`src/rtl/dcache_mem_sched.sv`:
```
// Data-cache memory scheduler: arbitrates committed stores against load-miss MSHR issue,
// tracks outstanding misses by memory tag, and registers the returning fill for the cache.
module dcache_mem_sched #(
  parameter int MSHR_ENTRIES = 4
) (
  input  logic        clock,
  input  logic        reset,
  input  logic        st_req_valid,
  input  logic [31:0] st_req_addr,
  input  logic [63:0] st_req_data,
  input  logic [1:0]  st_req_size,
  output logic        st_req_done,
  input  logic        ld_req_valid,
  input  logic [31:0] ld_req_addr,
  output logic        ld_req_ready,
  output logic [1:0]  proc2Dmem_command,
  output logic [31:0] proc2Dmem_addr,
  output logic [63:0] proc2Dmem_data,
  output logic [1:0]  proc2Dmem_size,
  input  logic [3:0]  Dmem2proc_response,
  input  logic [63:0] Dmem2proc_data,
  input  logic [3:0]  Dmem2proc_tag,
  output logic [4:0]  Dmem2proc_idx,
  output logic [7:0]  Dmem2proc_tag_out,
  output logic [63:0] Dmem2proc_fill_data,
  output logic        Dmem2proc_valid,
  output logic        mshr_full
);

  localparam int IDX_W = (MSHR_ENTRIES > 1) ? $clog2(MSHR_ENTRIES) : 1;

  localparam logic [1:0] BUS_NONE  = 2'd0;
  localparam logic [1:0] BUS_LOAD  = 2'd1;
  localparam logic [1:0] BUS_STORE = 2'd2;
  localparam logic [1:0] SZ_DOUBLE = 2'd3;

  typedef enum logic [1:0] {ST_INVALID, ST_WAIT, ST_PEND} mshr_state_e;

  mshr_state_e r_state [MSHR_ENTRIES];
  mshr_state_e w_state_nxt [MSHR_ENTRIES];
  logic [28:0] r_addr [MSHR_ENTRIES];
  logic [28:0] w_addr_nxt [MSHR_ENTRIES];
  logic [3:0]  r_tag [MSHR_ENTRIES];
  logic [3:0]  w_tag_nxt [MSHR_ENTRIES];

  logic [MSHR_ENTRIES-1:0] w_cmp_hit;
  logic             w_any_wait, w_any_free, w_cmp_any, w_merge;
  logic [IDX_W-1:0] w_wait_idx, w_free_idx, w_cmp_idx;
  logic             w_ld_issue, w_accept, w_alloc;
  logic             w_unused_ok;

  logic        r_fill_vld_p1;
  logic [4:0]  r_fill_idx_p1;
  logic [7:0]  r_fill_tag_p1;
  logic [63:0] r_fill_data_p1;

  assign w_unused_ok = ^ld_req_addr[2:0];

  // Entry scan runs high-to-low so the lowest index wins every priority pick.
  always_comb begin
    w_cmp_hit  = '0;
    w_any_wait = 1'b0;
    w_wait_idx = '0;
    w_any_free = 1'b0;
    w_free_idx = '0;
    w_cmp_any  = 1'b0;
    w_cmp_idx  = '0;
    w_merge    = 1'b0;
    for (int i = MSHR_ENTRIES - 1; i >= 0; i--) begin
      w_cmp_hit[i] = (Dmem2proc_tag != 4'd0) && (r_state[i] == ST_PEND) &&
                     (r_tag[i] == Dmem2proc_tag);
      if (r_state[i] == ST_WAIT) begin
        w_any_wait = 1'b1;
        w_wait_idx = IDX_W'(i);
      end
      if (r_state[i] == ST_INVALID) begin
        w_any_free = 1'b1;
        w_free_idx = IDX_W'(i);
      end
      if (w_cmp_hit[i]) begin
        w_cmp_any = 1'b1;
        w_cmp_idx = IDX_W'(i);
      end
      if ((r_state[i] != ST_INVALID) && !w_cmp_hit[i] && (r_addr[i] == ld_req_addr[31:3]))
        w_merge = 1'b1;
    end
  end

  assign w_ld_issue   = !st_req_valid && w_any_wait;
  assign w_accept     = (Dmem2proc_response != 4'd0);
  assign st_req_done  = st_req_valid && w_accept;
  assign ld_req_ready = w_merge || w_any_free;
  assign w_alloc      = ld_req_valid && !w_merge && w_any_free;

  always_comb begin
    proc2Dmem_command = BUS_NONE;
    proc2Dmem_addr    = 32'd0;
    proc2Dmem_data    = 64'd0;
    proc2Dmem_size    = SZ_DOUBLE;
    if (st_req_valid) begin
      proc2Dmem_command = BUS_STORE;
      proc2Dmem_addr    = st_req_addr;
      proc2Dmem_data    = st_req_data;
      proc2Dmem_size    = st_req_size;
    end else if (w_any_wait) begin
      proc2Dmem_command = BUS_LOAD;
      proc2Dmem_addr    = {r_addr[w_wait_idx], 3'b000};
    end
  end

  // Issue, allocation and completion can each touch a different entry in the same cycle.
  always_comb begin
    for (int i = 0; i < MSHR_ENTRIES; i++) begin
      w_state_nxt[i] = r_state[i];
      w_addr_nxt[i]  = r_addr[i];
      w_tag_nxt[i]   = r_tag[i];
      if (w_cmp_hit[i])
        w_state_nxt[i] = ST_INVALID;
      if (w_ld_issue && w_accept && (IDX_W'(i) == w_wait_idx)) begin
        w_state_nxt[i] = ST_PEND;
        w_tag_nxt[i]   = Dmem2proc_response;
      end
      if (w_alloc && (IDX_W'(i) == w_free_idx)) begin
        w_state_nxt[i] = ST_WAIT;
        w_addr_nxt[i]  = ld_req_addr[31:3];
      end
    end
  end

  always_ff @(posedge clock) begin
    for (int i = 0; i < MSHR_ENTRIES; i++) begin
      if (reset) begin
        r_state[i] <= ST_INVALID;
        r_tag[i]   <= 4'd0;
      end else begin
        r_state[i] <= w_state_nxt[i];
        r_tag[i]   <= w_tag_nxt[i];
      end
    end
  end

  always_ff @(posedge clock) begin
    for (int i = 0; i < MSHR_ENTRIES; i++)
      r_addr[i] <= w_addr_nxt[i];
  end

  always_comb begin
    mshr_full = 1'b1;
    for (int i = 0; i < MSHR_ENTRIES; i++)
      if (r_state[i] == ST_INVALID) mshr_full = 1'b0;
  end

  // Stage p0 -> p1: completion match registered into the cache fill port.
  always_ff @(posedge clock) begin
    if (reset) begin
      r_fill_vld_p1  <= 1'b0;
      r_fill_idx_p1  <= 5'd0;
      r_fill_tag_p1  <= 8'd0;
      r_fill_data_p1 <= 64'd0;
    end else begin
      r_fill_vld_p1  <= w_cmp_any;
      r_fill_idx_p1  <= w_cmp_any ? r_addr[w_cmp_idx][4:0]  : 5'd0;
      r_fill_tag_p1  <= w_cmp_any ? r_addr[w_cmp_idx][12:5] : 8'd0;
      r_fill_data_p1 <= w_cmp_any ? Dmem2proc_data : 64'd0;
    end
  end

  assign Dmem2proc_valid     = r_fill_vld_p1;
  assign Dmem2proc_idx       = r_fill_idx_p1;
  assign Dmem2proc_tag_out   = r_fill_tag_p1;
  assign Dmem2proc_fill_data = r_fill_data_p1;

endmodule

```
`config.mk`:
```
export PLATFORM = sky130hd
export DESIGN_NAME = dcache_mem_sched
export DESIGN_NICKNAME = d
export VERILOG_FILES = /design/src/rtl/dcache_mem_sched.sv
export SDC_FILE = /design/constraint.sdc
export NUM_CORES = 1
export LEC_CHECK = 0
export CORE_UTILIZATION = 40
export CTS_CLUSTER_DIAMETER = 80
export CTS_CLUSTER_SIZE = 28
export DETAILED_ROUTE_END_ITERATION = 6
export GPL_TIMING_DRIVEN = 0
export PLACE_DENSITY = 0.8
export SYNTH_ARGS = -nofsm -noshare
export SYNTH_HDL_FRONTEND = slang
export SYNTH_SLANG_ARGS = --single-unit
```
`constraint.sdc`:
```
create_clock -name clock -period 6.8 [get_ports clock]
set_input_delay 1.36 -clock clock [delete_from_list [all_inputs] [get_ports clock]]
set_output_delay 1.36 -clock clock [all_outputs]
set_load 0.01 [all_outputs]
```
==> results.md, run 1 <==
* Status: completed
* RSZ-0062 raised after global routing: no
* Top-area cell type share of the netlist area at 35.2%
* CP most frequent cell: clkdlybuf4s50_1
* Leak at 5.12 nW
* Gr usage total at 27.0%
* Post-synth top cells: and2_1 (131), edfxtp_1 (116), dfxtp_1 (102), nand2_1 (89), xor2_1 (64)
* Vias in the first global route at 8,836
* Number of I/O pins at 387
* Clock group share of total power at 28.5%
* Full die area at 25,300 um2
* CP Data Arrival Time at 4.55 ns
* Total core area at 24,200 um2
* CTS buffer count at 13
* Crit-path slowest cell: clkdlybuf4s50_1
* Power Internal at 2.09 mW
* # rows at 57
* Sequential cell fraction of total power at 51.6%
* Worst EP required at 5.44 ns
* Layout cell share with drive strength beyond 1 at 4.17%
* PortBufs at 380
* Remaining DRCs at 0
* Main synth FF type: edfxtp_1
* Yosys Warn Count at 0
* Reg clk slew, reported paths at 0.09 ns
* CTS sink cnt at 218
* DR WL met3 at 3.68 mm
* CP Capture Point: ld_req_ready
* Final setup viols at 0
* Top sig layer: met4
* Final Critical Period at 5.91 ns
* Layout Cells excl Fill at 1,648
* Reg2reg end: r_addr[3][19]$_DFFE_PP_
* Place WS at 0.883 ns
* Post-synth EDFFs at 116
* Wire length on met1 at 12.1 mm
* Slew Viols, Final at 0
* Die height at 159 um
* Tcrit/Tclk final at 86.9%
* Setup ws final at 0.890 ns
* CP max stage delay at 0.63 ns
* Drt first-iter violations at 963
* Gpl congestion at 0.908
* Starting Density at 40.8%
* Post-synthesis sequential area ratio at 55.9%
* Grt ovf at 0
* Area growth syn-to-layout at 48.2%
* Startpoint Class: input port
* Switching power at 0.765 mW
* Worst Setup SP: Dmem2proc_tag[1]
* Comb pwr share at 19.9%
* Post-DP HPWL at 27.3 mm
* Synth area leader: edfxtp_1
* Final WL at 35.2 mm
* Postcts setup bufs at 0
* Worst skew pair latency at 0.48 ns
* Worst-Margin Slew at 1.24 ns
* FF-to-FF Start: r_tag[3][1]$_SDFFE_PP0P_
* Detail Route Antenna Nets at 0
* Initial antenna violation count at 6
* Setup_tns at 0 ns
* Placed cells at 1,621
* Setup Skew at 0.0219 ns
* Worst r2r path cells at 8
* Synthesized area per cell at 10.9 um2
* CP Max Fanout at 9
* Pwr dens at 195 nW/um2
* Hold Path Class: reg -> reg
* Fin. Hold Viols at 0
* Max-Cap Viols at 0
* CTS tree: built
* Sw frac at 26.8%
* Crit path cell chain: clkdlybuf4s50_1, nor4_1, or4_1, or4_4, nand4_1, o2111ai_2, nand2b_1, clkdlybuf4s50_1
* CTS resizes at 0
* Post-synthesis cell type count at 45
* Post-CTS Hold Buffers at 0
* Nets@finish at 1,518
* Vias at 8,973
* Synth Register Bits at 218
* WHS Path Cells at 2
* Root buffer cell: clkbuf_16
* FMAX at 169 MHz
* Post-Syn Area at 9880 um2
* Syn Nets at 1,114
* Largest net degree at the start of global routing at 29
* Kind of critical path: in -> out
* Cells after synthesis at 908
* R2r setup slk at 3.21 ns
* TritonRoute pass-1 iters at 5
* First-pass GRT wire length at 52.0 mm
* Synth async-reset ratio at 0%
* WL/cell at 21.3 um
* Most frequent cell after synthesis: and2_1
* Top cells by area, synth: edfxtp_1 (35%), dfxtp_1 (21%), and2_1 (8.3%)
* Peak supply drop at 0.231 mV
* Crit path capture type: primary output
* Final Util at 60.4%
* Die Wd at 159 um
* Vias per cell at 5.44
* H-tree depth at 1
* Clock Path Buffers at 3
* Relative slew slack at 16.5%
* WL met2 at 17.5 mm
==> placed cells by master (no fill, tap or decap), types with 2 or more instances in the layout <==
cell,Yosys,final
xor2_1,64,64
clkdlybuf4s50_1,0,380
nand2b_1,9,9
buf_4,5,8
nand4_1,19,19
a222oi_1,2,2
buf_6,0,2
or2_2,3,3
o221ai_1,14,14
nor4_1,20,19
o41ai_1,3,3
xnor2_1,62,62
a31oi_1,14,14
nor2b_1,5,5
diode_2,0,6
mux2i_1,16,16
nor3_1,3,2
nor2_4,0,2
inv_1,10,10
edfxtp_1,116,116
nor2_1,31,29
clkbuf_1,45,45
or3b_2,2,2
and2_1,131,131
clkbuf_16,0,13
o22ai_1,13,13
nand2_1,89,89
buf_2,4,5
o21ai_0,31,31
a21oi_1,33,33
or4_1,4,4
a221oi_1,31,31
clkinvlp_2,0,3
dfxtp_1,102,102
nand3_1,7,7
buf_16,0,2
or3_1,3,3
nor4_2,2,3
nor4b_1,2,2
==> power groups by stage <==
| stage | clock, mW | combinational (mW) | sequential (mW) |
|---|---|---|---|
| final | 0.815 | 0.568 | 1.47 |
| after global routing | 0.880 | 0.602 | 1.48 |
| after floorplan | 0 | 0.228 | 1.50 |
| after CTS | 0.831 | 0.565 | 1.47 |
| after global placement | 0 | 0.543 | 1.50 |
| after detailed placement | 0 | 0.562 | 1.50 |
==> final cells by class <==
type / count / area (um2)
Clock buffer: 13 / 325
Buffer: 56 / 235
Multi-Input combinational cell: 624 / 4110
Sequential cell: 218 / 5530
Tap cell: 324 / 405
Inverter: 10 / 37.5
Clock inverter: 8 / 62.6
Timing Repair Buffer: 389 / 3920
Antenna cell: 6 / 15.0
Fill cell: 1991 / 9610
==> stage by stage <==
| step | instance area, um2 | hold slack (ns) | total power, mW |
|---|---|---|---|
| floorplan | 9880 | 0.474 | 1.72 |
| global placement | 14100 | 0.493 | 2.05 |
| detailed placement | 14200 | 0.506 | 2.06 |
| CTS | 14600 | 0.519 | 2.87 |
| global route | 14600 | 0.555 | 2.96 |
| finish | 14600 | 0.520 | 2.86 |
==> flip-flops by register name, indices dropped and copies added, names as in the netlist <==
signal / count
Dmem2proc_fill_data: 64
Dmem2proc_idx: 5
Dmem2proc_tag_out: 8
Dmem2proc_valid: 1
r_addr: 116
r_state: 8
r_tag: 16
==> worst min-delay path by stage <==
stage                               start                          to  slack [ns]
3_3_place_gp   r_state[0][1]$_SDFFE_PP0P_  r_state[0][1]$_SDFFE_PP0P_        0.49
5_1_grt          r_tag[3][1]$_SDFFE_PP0P_    r_tag[3][1]$_SDFFE_PP0P_        0.56
2_1_floorplan  r_state[0][1]$_SDFFE_PP0P_  r_state[0][1]$_SDFFE_PP0P_        0.47
6_report       r_state[0][1]$_SDFFE_PP0P_  r_state[0][1]$_SDFFE_PP0P_        0.52
4_1_cts        r_state[0][1]$_SDFFE_PP0P_  r_state[0][1]$_SDFFE_PP0P_        0.52
3_5_place_dp     r_tag[3][1]$_SDFFE_PP0P_    r_tag[3][1]$_SDFFE_PP0P_        0.51
==> worst max-delay path, delay by kind of cell <==
kind	cells	cell delay, ns
buffers and inverters	2	1.12
AOI/OAI and AO/OA	1	0.34
and+or+nand+nor	5	1.72
==> cell families (layout without fill, tap and decap cells) <==
kind of cell	count (synthesis)	in the layout	synth area share [%]
buffers and inverters	66	476	2.76
xor gates and xnor gates	126	126	11.2
other	0	6	0
AOI/OAI and AO/OA	148	148	10.2
DFF	218	218	55.9
and+or+nand+nor	334	334	18.3
muxes	16	16	1.62
==> metal layers <==
layer,GRT usage [%],up-vias
li1,-,4029
met2,48.0,644
met1,29.8,4208
met5,0,-
met4,14.7,0
met3,6.41,92
Note: power is estimated with default switching activity, not from simulation.
==> run 2: changes to the inputs <==
ABC_CLOCK_PERIOD_IN_PS = 6800   (was not set)
CORE_UTILIZATION = 44   (was 40)
PLACE_DENSITY = 0.87   (was 0.8)
SLEW_MARGIN = 20   (was not set)
==> run 2 against run 1 <==
  * Via count shrank 0.82%
  * Critical path depth grew 1
  * Design area shrank 0.40%
  * Sequential share of layout area grew 0.15 points
  * Worst setup slack lost 0.032 ns
  * Utilization grew 6.2 points
  * Final cell count shrank 3.0%
  * Non-clock buffer count grew 1
  * Sequential cell count is the same
==> results.md, run 2 (synthesis results as in run 1) <==
* CP Data Arrival Time at 4.58 ns (+0.03 ns)
* WL met2 at 17.6 mm (+0.22%)
* RSZ-0062 raised after global routing: no
* Area growth syn-to-layout at 47.6%
* Kind of critical path: in -> out
* Drt first-iter violations at 1,092 (+13%)
* Fillers at 1,649 (-17%)
* Starting Density at 45.1% (+4.4 points)
* Worst skew pair latency at 0.48 ns (about the same)
* Crit path capture type: primary output
* Vias in the first global route at 8,660 (-2.0%)
* Die Wd at 152 um (-4.6%)
* Hold Path Class: reg -> reg
* Slew Viols, Final at 0 (unchanged)
* Leak at 5.12 nW (about the same)
* Largest net degree at the start of global routing at 30 (+3.4%)
* Status: completed
* Total core area at 21,900 um2 (-9.7%)
* Die height at 152 um (-4.6%)
* WL/cell at 21.4 um (+0.36%)
* Commonest non-fill, non-tap cells in the layout: clkdlybuf4s50_1 (380), and2_1 (131), edfxtp_1 (116)
* Number of I/O pins at 387 (unchanged)
* Layout Cells excl Fill at 1,599 (-3.0%)
* CP Max Fanout at 9 (unchanged)
* Relative slew slack at 33.7% (+17 points)
* Final setup viols at 0 (unchanged)
* FMAX at 168 MHz (-0.53%)
* Pwr dens at 195 nW/um2 (+0.17%)
* Fin. Hold Viols at 0 (unchanged)
* Nets@finish at 1,518 (unchanged)
* CTS sink cnt at 218 (unchanged)
* CTS buffer count at 12 (-1)
* Placed cells at 1,578 (-2.7%)
* H-tree depth at 1 (unchanged)
* Grt ovf at 0 (unchanged)
* Reg clk slew, reported paths at 0.10 ns (about the same)
* Initial antenna violation count at 1 (-5)
* Vias per cell at 5.57 (+2.2%)
* Startpoint Class: input port
* Largest register by flop count: r_addr
* Gpl congestion at 0.989 (+9.0%)
* DR WL met3 at 3.69 mm (+0.44%)
* Postcts setup bufs at 0 (unchanged)
* Most common cell after layout, fill and taps aside: clkdlybuf4s50_1
* Footprint of the multi-input gates at 4120 um2 (+0.30%)
* Top sig layer: met4
* Post-route cell area at 14,600 um2 (-0.40%)
* Vias at 8,899 (-0.82%)
* # rows at 54 (-5.3%)
* PortBufs at 380 (unchanged)
* Clock Path Buffers at 3 (unchanged)
* Area after DPL at 14,200 um2 (-0.27%)
* TritonRoute pass-1 iters at 6 (+1)
* Number of flip-flops under the largest register name at 116 (unchanged)
* Root buffer cell: clkbuf_16
* CTS resizes at 0 (unchanged)
* Reg area at 5530 um2 (unchanged)
* CTS tree: built
* Final Critical Period at 5.94 ns (+0.0317 ns)
* Layout cell share with drive strength beyond 1 at 4.10% (-0.076 points)
* Post-DP HPWL at 26.4 mm (-3.3%)
* Post-CTS Hold Buffers at 0 (unchanged)
* Detail Route Antenna Nets at 0 (unchanged)
* Remaining DRCs at 0 (unchanged)
* Max-Cap Viols at 0 (unchanged)
* Worst-Margin Slew at 0.986 ns (-0.255 ns)
* Full die area at 23,100 um2 (-9.0%)
* Worst EP required at 5.44 ns (about the same)
* Gr usage total at 29.0% (+2.0 points)
* Tcrit/Tclk final at 87.4% (+0.47 points)
* Peak supply drop at 0.177 mV (-24%)
* Hold Slack at 0.527 ns (+0.00784 ns)
* Setup Skew at 0.0257 ns (+0.00378 ns)
* Wire length on met1 at 11.6 mm (-4.1%)
* Final Util at 66.6% (+6.2 points)
* First-pass GRT wire length at 51.4 mm (-1.2%)
* Final WL at 34.2 mm (-2.6%)
[run 2: per-layer routing]
| metal | GRT usage, % | vias to the layer above |
|---|---|---|
| met4 | 10.5 | 0 |
| met5 | 0 | - |
| met3 | 6.99 | 84 |
| li1 | - | 4033 |
| met1 | 32.9 | 4151 |
| met2 | 52.7 | 631 |
[run 2: cell type report]
class                   instances  area share, %
multi-input cells             624           28.3
clock inverters                 4          0.300
well taps                     280           2.40
flip-flops and latches        218           37.9
repair buffers                390           26.9
plain buffers                  56           1.61
diodes                          1         0.0172
inverters                      10          0.257
clock buffers                  16           2.31
[run 2: stage by stage]
step | total power, mW | setup TNS (ns) | setup slack (ns)
2_1_floorplan | 1.72 | 0 | 0.555
3_3_place_gp | 2.04 | -86.00 | -2.29
3_5_place_dp | 2.06 | 0 | 0.966
4_1_cts | 2.85 | 0 | 0.946
5_1_grt | 2.94 | 0 | 0.804
6_report | 2.85 | 0 | 0.858
[run 2: where the power goes]
group          internal, mW  switching [mW]  leakage [nW]
clock                 0.366           0.441         0.178
sequential             1.44          0.0362          1.89
combinational         0.291           0.278          3.05
[run 2: worst max-delay path: stages]
cell and delay (ns):
clkdlybuf4s50_1 0.57, clkbuf_1 0.31, xor2_1 0.13, nor4_1 0.35
nand4_1 0.19, or4_1 0.59, o2111ai_2 0.29, nand2b_1 0.23
clkdlybuf4s50_1 0.55
[run 2: path summary, 6_finish.rpt]
| check | end | slack (ns) | depth (start not counted) | start |
|---|---|---|---|---|
| min reg2reg | r_tag[2][2]$_SDFFE_PP0P_ | 0.53 | 2 | r_tag[2][2]$_SDFFE_PP0P_ |
| max reg2reg | r_addr[3][20]$_DFFE_PP_ | 3.05 | 8 | r_tag[3][1]$_SDFFE_PP0P_ |
| min | r_tag[2][2]$_SDFFE_PP0P_ | 0.53 | 2 | r_tag[2][2]$_SDFFE_PP0P_ |
| max | ld_req_ready | 0.86 | 9 | ld_req_addr[3] |
==> run 3: changes to the inputs <==
ABC_CLOCK_PERIOD_IN_PS = not set   (was 6800)
CAP_MARGIN = 10   (was not set)
RECOVER_POWER = 100   (was not set)
==> run 3 against run 2 <==
  * The flow now finishes with violations (max-capacitance violations, max-slew violations)
  * Global-route usage stayed put
  * Final cell count stayed put
  * Design area is 1.2% lower
  * Largest cell class unchanged
  * Clock power hardly changed
  * First-iteration DRC count is 3.1% lower
  * Sequential share of layout area is 0.44 points higher
  * Die area stayed put
  * Power is 1.0% lower
  * Register-to-register slack worse by 0.84 ns
  * Hold slack hardly changed
  * Sequential power hardly changed
==> results.md, run 3 (synthesis results as in run 1) <==
* Status: complete, but fails checks
* Failing checks: max-capacitance violations, max-slew violations
* Reg clk slew, reported paths at 0.10 ns (about the same)
* Gr usage total at 29.0% (unchanged)
* Hold Path Class: reg -> reg
* Pwr dens at 196 nW/um2 (+0.12%)
* Starting Density at 45.1% (unchanged)
* First-pass GRT wire length at 51.4 mm (unchanged)
* Remaining DRCs at 0 (unchanged)
* R2r setup slk at 2.21 ns (-0.84 ns)
* Kind of critical path: in -> out
* CP Max Fanout at 9 (unchanged)
* CP Data Arrival Time at 4.78 ns (+0.20 ns)
* Most common cell after layout, fill and taps aside: clkdlybuf4s50_1
* Die Wd at 152 um (unchanged)
* CTS tree: built
* Power Internal at 2.07 mW (-1.2%)
* Tot Pwr at 2.82 mW (-1.0%)
* Post-DP HPWL at 26.4 mm (unchanged)
* Worst-Margin Slew at 1.59 ns (+0.607 ns)
* Post-route cell area at 14,400 um2 (-1.2%)
* Nets@finish at 1,518 (unchanged)
* Tcrit/Tclk final at 90.3% (+3.0 points)
* Area growth syn-to-layout at 45.9%
* TritonRoute pass-1 iters at 6 (unchanged)
* Startpoint Class: input port
* Fillers at 1,690 (+2.5%)
* Full die area at 23,100 um2 (unchanged)
* Root buffer cell: clkbuf_16
* Final WL at 34.3 mm (+0.16%)
* Gpl congestion at 0.989 (unchanged)
* WL/cell at 21.4 um (+0.16%)
* Relative slew slack at -7.23% (-41 points)
* Largest net degree at the start of global routing at 30 (unchanged)
* Vias per cell at 5.57 (+0.12%)
* Final setup viols at 0 (unchanged)
* Final Critical Period at 6.14 ns (+0.201 ns)
* CTS sink cnt at 218 (unchanged)
* Vias in the first global route at 8,660 (unchanged)
* Final Util at 65.8% (-0.77 points)
* Worst skew pair latency at 0.48 ns (about the same)
* Leak at 5.36 nW (+4.7%)
* Vias at 8,910 (+0.12%)
* H-tree depth at 1 (unchanged)
* Post-CTS Hold Buffers at 0 (unchanged)
* Slew Viols, Final at 7 (+7)
* CTS resizes at 0 (unchanged)
* CTS buffer count at 12 (unchanged)
* Wire length on met1 at 11.5 mm (-0.49%)
* PortBufs at 380 (unchanged)
* RSZ-0062 raised after global routing: no
* Drt first-iter violations at 1,058 (-3.1%)
* Max-Cap Viols at 2 (+2)
* Clock group share of total power at 28.7% (+0.4 points)
* Setup_tns at 0 ns (unchanged)
* Switching power at 0.752 mW (-0.45%)
* WL met2 at 17.6 mm (about the same)
* Crit path capture type: primary output
* Commonest non-fill, non-tap cells in the layout: clkdlybuf4s50_1 (206), dlygate4sd3_1 (174), edfxtp_1 (116)
* Grt ovf at 0 (unchanged)
* Peak supply drop at 0.177 mV (about the same)
* Top sig layer: met4
* Layout cell share with drive strength beyond 1 at 2.20% (-1.9 points)
* Largest register by flop count: r_addr
* Number of flip-flops under the largest register name at 116 (unchanged)
* Detail Route Antenna Nets at 0 (unchanged)
* Sequential cell fraction of total power at 52.3% (+0.6 points)
* Comb pwr share at 19.0% (-0.9 points)
* FMAX at 163 MHz (-3.3%)
* DR WL met3 at 3.87 mm (+4.7%)
* Fin. Hold Viols at 0 (unchanged)
* # rows at 54 (unchanged)
* Setup Skew at 0.0261 ns (+0.000455 ns)
* Initial antenna violation count at 1 (unchanged)
* Die height at 152 um (unchanged)
* Total core area at 21,900 um2 (unchanged)
* Clock Path Buffers at 3 (unchanged)
* Worst EP required at 5.44 ns (about the same)
* Postcts setup bufs at 0 (unchanged)
* Reg area at 5530 um2 (unchanged)
* Area after DPL at 14,200 um2 (unchanged)
* Number of I/O pins at 387 (unchanged)
* Sw frac at 26.7% (+0.16 points)
* Footprint of the multi-input gates at 4060 um2 (-1.6%)
run 3: layout make-up:
class                      instances  share of cell area (%)
timing repair buffer             390                    26.6
clock inverter                     4                   0.304
multi-input combinational        624                    28.2
tap                              280                    2.43
buffer                            56                    1.52
clock buffer                      16                    2.34
inverter                          10                   0.260
sequential                       218                    38.3
antenna                            1                  0.0174
run 3: routing by layer:
metal	vias to the layer above	global-route usage [%]
met1	4160	32.9
met3	88	6.99
li1	4029	-
met2	633	52.7
met4	0	10.5
met5	-	0
run 3: worst max-delay path, stage by stage:
cell	delay, ns
dlygate4sd3_1	0.65
clkbuf_1	0.31
xor2_1	0.13
nor4_1	0.35
nand4_1	0.19
or4_1	0.57
o2111ai_1	0.37
nand2b_1	0.23
dlygate4sd3_1	0.61
run 3: power groups by stage:
| stage | Combinational (mW) | Clock, mW | Sequential [mW] |
|---|---|---|---|
| floorplan | 0.228 | 0 | 1.50 |
| global placement | 0.540 | 0 | 1.50 |
| detailed placement | 0.562 | 0 | 1.50 |
| CTS | 0.565 | 0.814 | 1.47 |
| global route | 0.570 | 0.859 | 1.48 |
| finish | 0.537 | 0.809 | 1.47 |
run 3: final timing paths:
| kind | from | endpoint | depth (start not counted) |
|---|---|---|---|
| max | ld_req_addr[3] | ld_req_ready | 9 |
| min | r_tag[2][2]$_SDFFE_PP0P_ | r_tag[2][2]$_SDFFE_PP0P_ | 2 |
| max reg2reg | r_tag[3][1]$_SDFFE_PP0P_ | r_addr[2][27]$_DFFE_PP_ | 7 |
| min reg2reg | r_tag[2][2]$_SDFFE_PP0P_ | r_tag[2][2]$_SDFFE_PP0P_ | 2 |
run 3: stage by stage:
step	hold slack (ns)	worst slack [ns]	instances
floorplan	0.474	0.555	908
global placement	0.495	-2.29	1568
detailed placement	0.507	0.966	1578
CTS	0.532	0.946	1598
global route	0.557	0.613	1599
finish	0.528	0.657	1599
==> patch (settings of run 2) <==
Set the parameter `MSHR_ENTRIES` to 8 (it was 4).
--- a/src/rtl/dcache_mem_sched.sv
+++ b/src/rtl/dcache_mem_sched.sv
@@ -1,7 +1,7 @@
 // Data-cache memory scheduler: arbitrates committed stores against load-miss MSHR issue,
 // tracks outstanding misses by memory tag, and registers the returning fill for the cache.
 module dcache_mem_sched #(
-  parameter int MSHR_ENTRIES = 4
+  parameter int MSHR_ENTRIES = 8
 ) (
   input  logic        clock,
   input  logic        reset,
Formal check against the unedited RTL: not equivalent (a bounded check fails within 10 cycles, from zero or initial values and one cycle with reset high).
==> patch against run 2 <==
  * Power up 72%
  * Synthesized area increased by 84%
  * Setup slack got worse by 0.30 ns
  * Final cell count grew 60%
  * Cell area rose by 63%
  * Routed wire length is 130% higher
  * Maximum frequency is 4.7% lower
  * Sequential cell count up 140
  * Via count is 70% higher
  * Sequential share of layout area up 2.0 points
  * Sequential power increased by 63%
==> patch: results (changes against run 2) <==
Outcome
  • Status: finished clean

Worst setup path
  • Critical path launch point type: register
  • R2R Setup Slk: 2.77 ns (-0.28 ns)
  • Crit-path max cell delay: 0.68 ns (+0.09 ns)
  • Crit-path slowest cell: clkbuf_1
  • R2R cell count: 10 (+2)
  • Buf/Inv on CP: 3 (unchanged)
  • CP arrival: 4.88 ns (+0.30 ns)
  • Worst-path maximum fanout: 10 (+1)

Drt
  • Vias per cell: 5.92 (+6.4%)
  • Drt wl/cell: 30.6 um (+43%)
  • Drt first-iter violations: 1760 (+61%)

Placed design
  • Port Buffer Count: 376 (-1.1%)
  • Dpl ws: 0.839 ns (-0.127 ns)
  • Placed inst area: 0.0229 mm2 (+61%)
  • Gpl congestion: 1.04 (+5.1%)
  • DP Wirelength: 60000 um (+130%)

CTS
  • Worst skew pair latency: 0.60 ns (+0.12 ns)
  • Clock slew at reported path FFs: 0.10 ns (about the same)
  • CTS buffer count: 24 (+12)
  • Max clock buf depth: 3 (unchanged)
  • CTS resizes: 0 (unchanged)

Synth
  • Commonest cells in the netlist: edfxtp_1, xnor2_1, and2_1
  • Post-synth cell types: 66 (+47%)
  • Seq/Total Area, Yosys: 52.2% (-3.7 points)
  • Ys async rst share: 0% (unchanged)
  • Dominant cells by area after synthesis: edfxtp_1, dfxtp_1, xnor2_1
  • Share of the synthesized area in the top cell type: 38.3% (+3.1 points)
  • Synth Net Count: 1784 (+60%)
  • EDFF count, synth: 232 (+100%)
  • Ys flop type: edfxtp_1

GRT
  • Global-route wire length before repair: 107000 um (+110%)
  • Vias in the first global route: 14700 (+69%)
  • Largest net degree at the start of global routing: 29 (-3.3%)
  • Global Route Usage Sum: 36.4% (+7.4 points)
  • Initial antenna violation count: 10 (+9)

STA
  • Clk_skew: 0.0390 ns (+0.0133 ns)
  • Max_slew headroom: 24.1% (-9.6 points)
  • Fmax: 0.160 GHz (-4.7%)
  • Min Hold Slack: 0.479 ns (-0.0484 ns)

Final layout
  • Max FFs per register: 232 (+100%)
  • Fin nets: 2204 (+45%)
  • Fraction of layout cells with a size suffix above 1: 10.6% (+6.5 points)

Power and ir drop
  • Maximum vdd ir drop: 200 uV (+13%)
  • Sw power: 1.43 mW (+89%)
  • Static Leak: 8.02 nW (+57%)

Hold path
  • Worst hold stages: 2 (unchanged)
==> patch: through the flow <==
stage	setup TNS (ns)	cells	util, %
floorplan	0	1578	-
finish	0	2551	58.4
global route	0	2550	58.4
CTS	0	2546	58.3
global placement	-204.83	2486	55.5
detailed placement	0	2504	56.1
==> patch: path summary, 6_finish.rpt <==
kind | startpoint | end
max | r_state[1][5] | proc2Dmem_addr[5]
min | r_tag[1][7] | r_tag[1][7]
max reg2reg | r_state[1][5] | r_addr[2][24]
min reg2reg | r_tag[1][7] | r_tag[1][7]
==> patch: worst min-delay path, cell delays in order (launching register included) <==
cell and delay (ns):
dfxtp_1 0.33, nand2_1 0.06, a21oi_1 0.05
==> patch: final cells by class <==
class                      count  area, um2
fill                        3363      17000
buffer                       112        532
inverter                       9       33.8
multi-input combinational   1099       8140
tap                          532        666
clock inverter                17        289
timing repair buffer         394       3990
antenna                        5       12.5
clock buffer                  25        626
sequential                   358       9490
==> patch: power by group through the flow <==
stage	sequential [mW]	combinational, mW	clock [mW]
detailed placement	2.44	0.773	0
floorplan	2.43	0.343	0
CTS	2.39	0.778	1.71
global route	2.40	0.821	1.78
finish	2.39	0.798	1.71
global placement	2.44	0.752	0
==> patch: logic make-up after synthesis <==
kind of cell / share of synthesized area [%]
buffers and inverters: 3.11
DFF: 52.2
muxes: 11.0
and+or+nand+nor: 15.3
AOI/OAI and AO/OA: 6.33
xor gates and xnor gates: 12.1
==> patch: metal layers <==
metal	share of wire [%]	GRT usage, %
met2	46	58.4
met4	9.1	28.7
met1	35	42.3
met3	10	7.98
met5	0.053	0
